`config.mk`:
```
export PLATFORM = sky130hd
export DESIGN_NAME = challenge_issuer
export DESIGN_NICKNAME = d
export VERILOG_FILES = /design/src/rtl/challenge_pkg.sv /design/src/rtl/byte_serializer.sv /design/src/rtl/challenge_issuer.sv
export SDC_FILE = /design/constraint.sdc
export NUM_CORES = 1
export LEC_CHECK = 0
export ABC_AREA = 1
export CAP_MARGIN = 20
export CORE_MARGIN = 8
export CORE_UTILIZATION = 50
export CTS_CLUSTER_DIAMETER = 100
export DETAILED_ROUTE_END_ITERATION = 8
export PLACE_DENSITY = 0.82
export SYNTH_ARGS = -nofsm -noshare
export SYNTH_HDL_FRONTEND = slang
export SYNTH_SLANG_ARGS = --single-unit
```
`constraint.sdc`:
```
create_clock -name clk -period 1.8 [get_ports clk]
set_clock_uncertainty 0.05 [all_clocks]
set_input_delay 0.36 -clock clk [delete_from_list [all_inputs] [get_ports clk]]
set_output_delay 0.36 -clock clk [all_outputs]
set_load 0.03 [all_outputs]
```
`src/rtl/challenge_pkg.sv`:
```
`default_nettype none
// ============================================================================
// Module      : challenge_pkg
// Description : Shared definitions for the challenge issuer and the response
//               checker: challenge geometry and the issuer state encoding.
// Revision    : 1.0 - initial release
// ============================================================================
package challenge_pkg;

    localparam int CHALLENGE_WIDTH = 128;
    localparam int CHALLENGE_BYTES = CHALLENGE_WIDTH / 8;

    typedef enum logic [2:0] {
        IDLE    = 3'd0,
        ADVANCE = 3'd1,
        LATCH   = 3'd2,
        SEND    = 3'd3,
        SUM     = 3'd4
    } state_t;

endpackage : challenge_pkg
`default_nettype wire

```
`src/rtl/byte_serializer.sv`:
```
`default_nettype none
// ============================================================================
// Module      : byte_serializer
// Description : Parallel-load shift register that presents its most
//               significant byte on a valid/ready byte stream and shifts one
//               byte per handshake, with a byte index for end detection.
// Ports       : clk, rst_n       - clock, async active-low reset
//               i_load, i_data   - parallel load (clears the byte index)
//               i_active         - stream valid while the owner is sending
//               i_tx_ready       - sink accepts the current byte
//               o_byte           - current byte (MSB byte of the register)
//               o_fire           - handshake this cycle
//               o_last           - current byte is the final one
// Revision    : 1.0 - initial release
// ============================================================================
module byte_serializer
    import challenge_pkg::*;
#(
    parameter int WIDTH = CHALLENGE_WIDTH
) (
    input  logic             clk,
    input  logic             rst_n,
    input  logic             i_load,
    input  logic [WIDTH-1:0] i_data,
    input  logic             i_active,
    input  logic             i_tx_ready,
    output logic [7:0]       o_byte,
    output logic             o_fire,
    output logic             o_last
);

    localparam int NBYTES = WIDTH / 8;
    localparam int IW     = $clog2(NBYTES) + 1;

    logic [WIDTH-1:0] r_shift;
    logic [IW-1:0]    r_index;

    assign o_fire = i_active & i_tx_ready;
    assign o_byte = r_shift[WIDTH-1 -: 8];
    assign o_last = (r_index == IW'(NBYTES - 1));

    // Without a handshake the register is untouched, so the byte on the
    // stream stays stable under backpressure.
    always_ff @(posedge clk or negedge rst_n) begin
        if (!rst_n) begin
            r_shift <= '0;
            r_index <= '0;
        end else if (i_load) begin
            r_shift <= i_data;
            r_index <= '0;
        end else if (o_fire) begin
            r_shift <= r_shift << 8;
            r_index <= r_index + 1'b1;
        end
    end

endmodule : byte_serializer
`default_nettype wire

```
`src/rtl/challenge_issuer.sv`:
```
`default_nettype none
// ============================================================================
// Module      : challenge_issuer
// Description : On start, steps the external LFSR STEPS times, latches its
//               state as the current challenge and streams it MSB-byte-first
//               on a valid/ready byte interface to the UART transmitter.
//               Optional macro CHALLENGE_CHECKSUM_EN appends one XOR checksum
//               byte after the challenge bytes.
// Ports       : clk, rst_n          - clock, async active-low reset
//               i_start             - request a challenge (sampled in IDLE)
//               i_lfsr_random       - current LFSR state
//               o_lfsr_enable       - LFSR advance strobe
//               o_tx_data/o_tx_valid/i_tx_ready - byte stream to UART TX
//               o_challenge         - latched challenge for the checker
//               o_challenge_valid   - challenge fully sent and current
//               o_busy              - not in IDLE
// Revision    : 1.0 - initial release
// ============================================================================
module challenge_issuer
    import challenge_pkg::*;
#(
    parameter int WIDTH = CHALLENGE_WIDTH,
    parameter int STEPS = 128
) (
    input  logic             clk,
    input  logic             rst_n,
    input  logic             i_start,
    input  logic [WIDTH-1:0] i_lfsr_random,
    output logic             o_lfsr_enable,
    output logic [7:0]       o_tx_data,
    output logic             o_tx_valid,
    input  logic             i_tx_ready,
    output logic [WIDTH-1:0] o_challenge,
    output logic             o_challenge_valid,
    output logic             o_busy
);

    localparam int CW = $clog2(STEPS) + 1;

    state_t           r_state;
    logic [CW-1:0]    r_count;
    logic             r_lfsr_enable;
    logic             r_tx_valid;
    logic             r_busy;
    logic             r_challenge_valid;
    logic [WIDTH-1:0] r_challenge;

    logic             w_load;
    logic             w_active;
    logic             w_fire;
    logic             w_last;
    logic [7:0]       w_ser_byte;

    // Capture happens at the end of LATCH, when the LFSR has taken exactly
    // STEPS advances and is holding still.
    assign w_load   = (r_state == LATCH);
    assign w_active = (r_state == SEND);

    byte_serializer #(
        .WIDTH (WIDTH)
    ) u_byte_serializer (
        .clk        (clk),
        .rst_n      (rst_n),
        .i_load     (w_load),
        .i_data     (i_lfsr_random),
        .i_active   (w_active),
        .i_tx_ready (i_tx_ready),
        .o_byte     (w_ser_byte),
        .o_fire     (w_fire),
        .o_last     (w_last)
    );

`ifdef CHALLENGE_CHECKSUM_EN
    logic [7:0] r_checksum;
    assign o_tx_data = (r_state == SUM) ? r_checksum : w_ser_byte;
`else
    assign o_tx_data = w_ser_byte;
`endif

    always_ff @(posedge clk or negedge rst_n) begin
        if (!rst_n) begin
            r_state           <= IDLE;
            r_count           <= '0;
            r_lfsr_enable     <= 1'b0;
            r_tx_valid        <= 1'b0;
            r_busy            <= 1'b0;
            r_challenge_valid <= 1'b0;
            r_challenge       <= '0;
`ifdef CHALLENGE_CHECKSUM_EN
            r_checksum        <= 8'h00;
`endif
        end else begin
            case (r_state)
                IDLE: begin
                    if (i_start) begin
                        r_state           <= ADVANCE;
                        r_count           <= CW'(STEPS - 1);
                        r_lfsr_enable     <= 1'b1;
                        r_busy            <= 1'b1;
                        r_challenge_valid <= 1'b0;
                    end
                end
                ADVANCE: begin
                    // The strobe is already high on entry, so counting
                    // STEPS-1 down to 0 yields exactly STEPS advances.
                    if (r_count == '0) begin
                        r_state       <= LATCH;
                        r_lfsr_enable <= 1'b0;
                    end else begin
                        r_count <= r_count - 1'b1;
                    end
                end
                LATCH: begin
                    r_challenge <= i_lfsr_random;
                    r_tx_valid  <= 1'b1;
                    r_state     <= SEND;
`ifdef CHALLENGE_CHECKSUM_EN
                    r_checksum  <= 8'h00;
`endif
                end
                SEND: begin
                    if (w_fire) begin
`ifdef CHALLENGE_CHECKSUM_EN
                        r_checksum <= r_checksum ^ w_ser_byte;
                        if (w_last) begin
                            r_state <= SUM;
                        end
`else
                        if (w_last) begin
                            r_state           <= IDLE;
                            r_tx_valid        <= 1'b0;
                            r_busy            <= 1'b0;
                            r_challenge_valid <= 1'b1;
                        end
`endif
                    end
                end
`ifdef CHALLENGE_CHECKSUM_EN
                SUM: begin
                    if (i_tx_ready) begin
                        r_state           <= IDLE;
                        r_tx_valid        <= 1'b0;
                        r_busy            <= 1'b0;
                        r_challenge_valid <= 1'b1;
                    end
                end
`endif
                default: begin
                    r_state <= IDLE;
                end
            endcase
        end
    end

    assign o_lfsr_enable     = r_lfsr_enable;
    assign o_tx_valid        = r_tx_valid;
    assign o_busy            = r_busy;
    assign o_challenge_valid = r_challenge_valid;
    assign o_challenge       = r_challenge;

endmodule : challenge_issuer
`default_nettype wire

```
-- Word-level counts from Yosys, hierarchy flattened
Index checks and enable logic that the tools add are counted.
- bitwise logic cells: 1
- eq/ne operators: 9
- reductions and logical operators: 11
- $add $sub $neg: 2
- multiplexer cells: 23
- operators by type and width (kind ; number):
    two-way mux 128 bit ; 2
    two-way mux 8 bit ; 2
    case mux 8 bit (2 select lines) ; 1
    two-way mux 3 bit ; 4
    case mux 3 bit (4 select lines) ; 1
    two-way mux 5 bit ; 2
    inequality test 2 bit, second input constant ; 5
    AND reduction 3 bit ; 3
    logical NOT 8 bit ; 1
    case mux 1 bit (2 select lines) ; 4
    AND reduction 4 bit ; 2
    nonzero test 2 bit ; 4
    subtractor 8 x 1 -> 8 bit, second input constant ; 1
    two-way mux 1 bit ; 7
    equality test 3 x 2 -> 1 bit, second input constant ; 2
    adder 5 x 1 -> 5 bit, second input constant ; 1
    equality test 5 x 4 -> 1 bit, second input constant ; 1
    equality test 3 x 1 -> 1 bit, second input constant ; 1
    logical NOT 3 bit ; 1
    bitwise AND 1 bit ; 1
- flip-flop bits (word level): 276
- logic and storage cells: 55
- output and inout port bits: 140
- bits of input ports: 132

-- Longest topological paths before layout
Gate-level depths: netlist (run 1).
- depth in word-level cells: 4
- depth in mapped cells: 10
- depth with buffers taken out: 10

-- Cells and area by module
A second synthesis (run 1) with hierarchy kept.
- cell total of the unflattened synthesis: 1378
- area, all modules: 11487.3 um2
- by module, submodules not included (module ; instances ; cells each ; area an instance (um2) ; sequential area each (um2)):
    byte_serializer ; 1 ; 720 ; 5808.1 ; 3328.2
    challenge_issuer ; 1 ; 658 ; 5679.2 ; 3553.4

-- Worst setup path after synthesis (run 1)
No wires, ideal clock.
- kind: register to register
- start: reg r_state[0]
- end: reg u_byte_serializer.r_shift[107]
- library setup time: 126 ps
- required time: 1624 ps
- stages on the path, launching flop included: 10
- buffers on the path: 3
- clock period less this slack: 1505 ps
- setup slack: 295 ps
- arrival: 1330 ps
- cell sequence: dfrtp_1 inv_1 ha_1 buf_6 inv_4 nand2_2 buf_4 buf_4 nor2_1 a21oi_1
- longest elaborated chain between the ends: 3
- elaborated cells on any way between the ends: 5
- those cells by class: eq/ne: 2; mux: 1; bitwise: 1; reduce/logical: 1
- RTL lines (item ; RTL line ; RTL):
    start, declared ; challenge_issuer.sv:40 ; state_t r_state;
    start signal, assigned ; challenge_issuer.sv:82 ; r_state <= IDLE;
    start signal, assigned ; challenge_issuer.sv:96 ; r_state <= ADVANCE;
    start signal, assigned ; challenge_issuer.sv:107 ; r_state <= LATCH;
    equality test 3 x 2 -> 1 bit ; challenge_issuer.sv:57 ; assign w_active = (r_state == SEND);
    bitwise AND 1 bit ; byte_serializer.sv:38 ; assign o_fire = i_active & i_tx_ready;
    nonzero test 2 bit (no source line) ; n/a ;
    end signal, assigned ; byte_serializer.sv:49 ; r_shift <= i_data;
    end signal, assigned ; byte_serializer.sv:52 ; r_shift <= r_shift << 8;
    end, declared ; byte_serializer.sv:35 ; logic [WIDTH-1:0] r_shift;
Parallel ways exist; a longest one is shown, timed or not.
A chain may end at the register's enable or synchronous reset.

-- Final worst setup path (run 1)
- start: reg r_challenge[61], in the netlist o_challenge[61]
- end: out o_challenge[61]
- RTL lines (item ; RTL line ; RTL):
    start, declared ; challenge_issuer.sv:46 ; logic [WIDTH-1:0] r_challenge;
    start signal, assigned ; challenge_issuer.sv:114 ; r_challenge <= i_lfsr_random;
    end, declared ; challenge_issuer.sv:33 ; output logic [WIDTH-1:0] o_challenge,
No word-level cell between the ends.

==> results.sh, run 1 <==
export IMPL_crit_chain="dlygate4sd2_1"
export IMPL_yosys_most_used_dff="dfrtp_1"
export IMPL_cts_htree_levels=1
export IMPL_finalCriticalPeriod_ns=1.73
export IMPL_place_congestion=0.797
export IMPL_syn_nets=1380
export IMPL_clock_sinks=275
export IMPL_rows=54
export IMPL_worst_pin_slew_ns=0.548
export IMPL_routedWlPerCell_um=17.2
export IMPL_drv_slew=0
export IMPL_post_route_period_util=0.963
export IMPL_synth_area_um2=11200
export IMPL_worstSetupPathType="flop to primary output"
export IMPL_drive_gt1_frac=0.0705
export IMPL_status="completed"
export IMPL_hold_slack_ns=0.338
export IMPL_portBuffers=271
export IMPL_max_slew_margin_rel=0.635
export IMPL_areaGrowthSynthToFinish_pct=36.4
export IMPL_drt_vias_per_instance=5.21
export IMPL_grt_max_degree=88
export IMPL_avgSynthCellArea_um2=9.02
export IMPL_fmax_mhz=577
export IMPL_leakagePower_nw=7.62
export IMPL_cp_top_family="buffers and inverters"
export IMPL_crit_path_end_kind="primary output"
export IMPL_grt_overflow=0
export IMPL_syn_inst=1239
export IMPL_root_buffer="clkbuf_16"
export IMPL_die_w_um=166
export IMPL_arrival_ns=1.32
export IMPL_drv_cap=0
export IMPL_worst_ep_required_time_ns=1.39
export IMPL_grt_pass1_vias=9751
export IMPL_die_height_um=166
export IMPL_reg2reg_slack_ns=0.10
export IMPL_cts_tree="done"
export IMPL_power_density_nw_per_um2=2080
export IMPL_layout_common_cells="nand2_1 (502), dfrtp_1 (275), dlygate4sd2_1 (140), clkdlybuf4s50_1 (130), nor2_1 (129)"
export IMPL_cp_max_fo=2
export IMPL_crit_path_max_incr_delay_ns=0.43
export IMPL_cp_num_buf_inv=1
export IMPL_cp_startpoint="o_challenge[61]"
export IMPL_clk_pin_slew_ns=0.06
export IMPL_hold_viol_final=0
export IMPL_synthDistinctLibCells=27
export IMPL_finalSetupTns_ns=0
export IMPL_yosys_warnings=0
export IMPL_async_flop_share=1.00
export IMPL_core_area_um2=21900
export IMPL_hpwl_um=22400
export IMPL_final_common_cell="nand2_1"
export IMPL_ys_seq_area_frac=0.615
export IMPL_ys_ff_latch=275
export IMPL_setup_viol=0
export IMPL_cts_inserted_buffers=28
export IMPL_grt_use_total=0.224
export IMPL_start_kind="flop"
export IMPL_pin_count=272
export IMPL_cp_slowest_cell="dlygate4sd2_1"
export IMPL_drt_iter0_markers=694
export IMPL_timing_rr_start="r_state[0]"
export IMPL_final_core_util=0.697
export IMPL_cts_buffer_depth=3
export IMPL_first_pass_iters=5
export IMPL_synth_edff_count=0
export IMPL_grt_antenna_before_repair=1
export IMPL_initial_utilization=0.511
export IMPL_wl_um=31200
export IMPL_clkLatencyLatePin_ns=0.53
export IMPL_irDropWorstVdd_v=0.00120
export IMPL_hp_class="input port to async pin"
export IMPL_die_area_um2=27400
export IMPL_fin_nets=1654
export IMPL_ant_nets=0
export IMPL_routed_via_count=9451
export IMPL_num_antenna_cells=0
export IMPL_drcViolationCount=0
export IMPL_n_fill_cell=1707
export IMPL_grt_pass1_wl_um=49300
## cells by family (layout without fill, tap and decap cells)
logic type / count (synthesis) / after routing / synth area share
and+or+nand+nor: 645 / 645 / 0.219
DFF: 275 / 275 / 0.615
AOI/OAI and AO/OA: 199 / 199 / 0.0987
buffers and inverters: 109 / 403 / 0.0552
adders and majority gates: 9 / 9 / 0.0101
xor gates and xnor gates: 2 / 2 / 0.00157
## registers in the layout, indices dropped and copies added (netlist names)
signal	cells
u_byte_serializer.r_shift	128
o_busy	1
o_lfsr_enable	1
u_byte_serializer.r_index	5
o_challenge	128
o_tx_valid	1
o_challenge_valid	1
r_state	2
r_count	8
## cell usage after synthesis (2+ instances only)
cell / instances / area [um2]
o21ai_1: 3 / 15.0
a31oi_1: 72 / 450
nand2_2: 2 / 12.5
buf_2: 35 / 175
nand3_1: 6 / 30.0
dfrtp_1: 275 / 6880
ha_1: 9 / 113
nand2_1: 503 / 1890
clkbuf_2: 3 / 15.0
nor2_1: 129 / 484
o21ai_0: 74 / 370
inv_1: 29 / 109
clkbuf_1: 9 / 33.8
a21oi_1: 44 / 220
buf_6: 10 / 113
nand4_1: 2 / 12.5
buf_4: 22 / 165
o21bai_1: 2 / 15.0
xnor2_1: 2 / 17.5
## worst paths after layout
check                                                 end  depth (start not counted)
setup / recovery                          o_challenge[61]                          1
hold / removal                            o_challenge[13]                          2
setup reg to reg           u_byte_serializer.r_shift[111]                          6
hold reg to reg                           o_challenge[39]                          2
max in group asynchronous   u_byte_serializer.r_shift[62]                          3
min in group clk                          o_challenge[23]                          3
## metal layers
layer / up-vias / wire [um] / track usage
li1: 4514 / - / -
met3: 67 / 2390 / 0.0523
met5: - / 13 / 0
met2: 328 / 15500 / 0.381
met4: 2 / 949 / 0.0690
met1: 4540 / 12400 / 0.279
## through the flow
stage / cell area (um2) / power, W / setup WS (ns) / instances
2_1_floorplan: 11200 / 0.0206 / 0.295 / 1239
3_3_place_gp: 14400 / 0.0261 / -0.0529 / 1760
3_5_place_dp: 14400 / 0.0267 / -0.0906 / 1760
4_1_cts: 15200 / 0.0317 / 0.0222 / 1811
5_1_grt: 15300 / 0.0339 / -0.00578 / 1813
6_report: 15300 / 0.0317 / 0.0670 / 1813
## report_power, final
group	leakage (nW)	internal [W]	switching [W]
sequential	3.25	0.00924	0.00167
combinational	3.90	0.00508	0.00971
clock	0.468	0.00363	0.00234
total	7.62	0.0179	0.0137
## what timing repair did
action,in CTS,in global routing
setup endpoints to repair,140,75
hold buffers,1,0
endpoints found under the hold margin,45,0
resized for setup,140,9
setup buffers,0,1
cloned,0,1
## final cells by class
cell class,instances,area [um2],area share
flip-flops and latches,275,6880,0.451
multi-input cells,855,3720,0.244
repair buffers,323,3220,0.211
clock buffers,36,782,0.0513
well taps,280,350,0.0230
clock inverters,14,178,0.0116
inverters,30,118,0.00771
Note: power is estimated with default switching activity, not from simulation.
==> run 2, diff against run 1 <==
- DONT_BUFFER_PORTS: not set -> 1
- PLACE_DENSITY: 0.82 -> 0.66
- SYNTH_HIERARCHICAL: not set -> 1
==> run 2 against run 1 <==
  * The flow now finishes with violations (negative hold slack)
  * Setup slack gained 0.037 ns
  * First-iteration DRC count grew 17%
  * Via count shrank 1.5%
  * Worst hold slack worse by 0.86 ns
  * Critical path depth rose by 6
  * Sequential power grew 31%
  * Core utilization fell by 6.8 points
  * Clock-buffer cell count grew 3
  * Routed wire length shrank 2.0%
  * Sequential cell count stayed put
  * Non-clock buffer count decreased by 165
  * Design area fell by 6.9%
  * Critical path type is now flop to flop
  * Largest cell class unchanged
  * Largest power group is now sequential cells
==> results.sh, run 2 <==
export IMPL_status="finished with violations"
export IMPL_violations="negative hold slack"
export IMPL_cts_htree_levels=1
export IMPL_cts_hold_buf=129
export IMPL_seqPwrFrac=0.491
export IMPL_syn_nets=1518
export IMPL_clkLatencyLatePin_ns=0.53
export IMPL_grt_overflow=0
export IMPL_cp_num_buf_inv=4
export IMPL_cts_tree="done"
export IMPL_die_height_um=168
export IMPL_pin_count=272
export IMPL_finalSetupTns_ns=0
export IMPL_die_area_um2=28100
export IMPL_rows=55
export IMPL_worst_ep_required_time_ns=2.17
export IMPL_p_sw_w=0.0126
export IMPL_pwr_share_clk=0.227
export IMPL_routed_via_count=9307
export IMPL_synthDistinctLibCells=24
export IMPL_post_route_period_util=0.942
export IMPL_yosysTopAreaCell="dfrtp_1"
export IMPL_fin_area_um2=14200
export IMPL_portBuffers=0
export IMPL_root_buffer="clkbuf_16"
export IMPL_synth_top_area_frac=0.599
export IMPL_async_flop_share=1.00
export IMPL_drcViolationCount=0
export IMPL_drt_vias_per_instance=5.19
export IMPL_cp_slowest_cell="dfrtp_1"
export IMPL_cts_buffer_depth=3
export IMPL_drv_cap=0
export IMPL_worst_pin_slew_ns=0.408
export IMPL_arrival_ns=2.06
export IMPL_path_common_cell="nand2_1"
export IMPL_grt_antenna_before_repair=0
export IMPL_crit_chain="inv_1 -> ha_4 -> buf_16 -> inv_4 -> buf_4 -> nand2_1 -> nand2_1"
export IMPL_drive_gt1_frac=0.0676
export IMPL_timing_rr_start="r_state[0]"
export IMPL_hold_slack_ns=-0.521
export IMPL_yosys_top_cells_area="dfrtp_1 (60%), nand2_1 (26%), nand3_1 (6.6%)"
export IMPL_hpwl_um=19600
export IMPL_worstSetupPathType="flop to flop"
export IMPL_drt_iter0_markers=815
export IMPL_yosys_warnings=6
export IMPL_cp_startpoint="r_state[0]"
export IMPL_grt_use_total=0.213
export IMPL_ys_seq_area_frac=0.599
export IMPL_avgSynthCellArea_um2=8.34
export IMPL_rsz0062_at_grt="no"
export IMPL_num_antenna_cells=0
export IMPL_hold_viol_final=275
export IMPL_layout_common_cells="nand2_1 (781), dfrtp_1 (275), nand3_1 (151), dlygate4sd3_1 (129), clkbuf_16 (30)"
export IMPL_drv_slew=0
export IMPL_crit_path_end_kind="flop"
export IMPL_yosys_most_used_dff="dfrtp_1"
export IMPL_post_cts_buffers=0
export IMPL_clock_sinks=275
export IMPL_cp_max_fo=36
export IMPL_irDropWorstVdd_v=0.00160
export IMPL_crit_path_max_incr_delay_ns=0.41
export IMPL_ys_ff_latch=275
export IMPL_place_congestion=0.747
export IMPL_cp_top_family="buffers and inverters"
export IMPL_core_area_um2=22600
export IMPL_power_density_nw_per_um2=2050
export IMPL_synth_edff_count=0
export IMPL_final_common_cell="nand2_1"
export IMPL_grt_max_degree=276
export IMPL_max_slew_margin_rel=0.728
export IMPL_switching_share=0.435
export IMPL_synth_common_cells="nand2_1 (782), dfrtp_1 (275), nand3_1 (151)"
export IMPL_ant_nets=0
export IMPL_grt_pass1_wl_um=49900
export IMPL_syn_inst=1378
export IMPL_fmax_mhz=590
export IMPL_routedWlPerCell_um=17.1
export IMPL_yosysMostFrequentCell="nand2_1"
export IMPL_finalCriticalPeriod_ns=1.70
export IMPL_areaGrowthSynthToFinish_pct=23.6
export IMPL_clk_pin_slew_ns=0.06
export IMPL_start_kind="flop"
export IMPL_hp_class="input port to async pin"
export IMPL_leakagePower_nw=7.20
export IMPL_comb_power_share=0.282
export IMPL_setup_viol=0
export IMPL_grt_pass1_vias=9577
export IMPL_wl_um=30600
export IMPL_die_w_um=168
export IMPL_initial_utilization=0.509
export IMPL_synth_area_um2=11500
export IMPL_dpl_cell_area_um2=11800
export IMPL_cts_inserted_buffers=29
export IMPL_p_int_w=0.0164
export IMPL_fin_nets=1626
export IMPL_first_pass_iters=5
-- run 2: cell count changes in the layout (fill, tap and decap cells not counted), sizes merged, moves of 3 or more --
cell           delta
nand2           +282
clkinvlp          -3
a31oi            -72
buf              -23
nand3           +145
bufinv            +3
clkbuf            +3
clkdlybuf4s50   -130
nor2            -116
o21ai            -56
a21oi            -42
dlygate4sd3     +128
dlygate4sd2     -140
-- run 2: kinds of logic (layout without fill, tap and decap cells) --
family | Yosys count | in the layout | synth area share
flip-flops | 275 | 275 | 0.599
AO/OA/AOI/OAI | 25 | 25 | 0.0143
adder cells (fa/ha/maj) | 8 | 8 | 0.00871
AND/OR/NAND/NOR | 958 | 958 | 0.333
buffers and inverters | 112 | 242 | 0.0454
-- run 2: layout make-up --
class	count	area [um2]
Timing Repair Buffer	158	1670
Multi-Input combinational cell	991	4110
Sequential cell	275	6880
Fill cell	1862	8370
Clock buffer	39	813
Clock inverter	14	249
Tap cell	285	357
Inverter	31	124
-- run 2: through the flow --
step | cells | hold slack [ns] | utilization | total power, W | worst slack (ns)
finish | 1793 | -0.521 | 0.629 | 0.0291 | 0.104
global placement | 1610 | 0.0262 | 0.523 | 0.0218 | 0.142
floorplan | 1378 | 0.0144 | - | 0.0197 | 0.132
CTS | 1792 | -0.546 | 0.628 | 0.0291 | 0.0512
global route | 1793 | -0.556 | 0.629 | 0.0310 | 0.00493
detailed placement | 1610 | 0.0286 | 0.523 | 0.0221 | 0.0655
-- run 2: final timing paths --
kind                                                  to  slack, ns  depth (start not counted)
max in group asynchronous  u_byte_serializer/r_shift[36]       1.86                          0
min in group clk                              r_count[0]       0.10                          4
hold reg to reg             u_byte_serializer/r_shift[0]       0.43                          2
hold / removal                                r_count[4]      -0.52                          0
setup / recovery                         o_challenge[16]       0.10                          7
setup reg to reg                         o_challenge[16]       0.10                          7
-- run 2: power by group through the flow --
stage | Sequential [W] | Combinational [W] | Clock [W]
finish | 0.0143 | 0.00819 | 0.00659
global route | 0.0146 | 0.00945 | 0.00695
CTS | 0.0143 | 0.00808 | 0.00672
detailed placement | 0.0143 | 0.00778 | 0
global placement | 0.0143 | 0.00746 | 0
floorplan | 0.0134 | 0.00624 | 0
-- run 2: repair_timing --
item                                   4_1_cts  5_1_grt
endpoints found under the hold margin      532      275
setup endpoints to repair                    0      126
resized for setup                            0        3
-- run 2: metal layers --
| metal | global-route usage | vias to the layer above | wire (um) |
|---|---|---|---|
| li1 | - | 4491 | - |
| met1 | 0.275 | 4450 | 13000 |
| met2 | 0.358 | 321 | 14900 |
| met3 | 0.0534 | 45 | 2260 |
| met4 | 0.0470 | 0 | 497 |
| met5 | 0 | - | 0 |
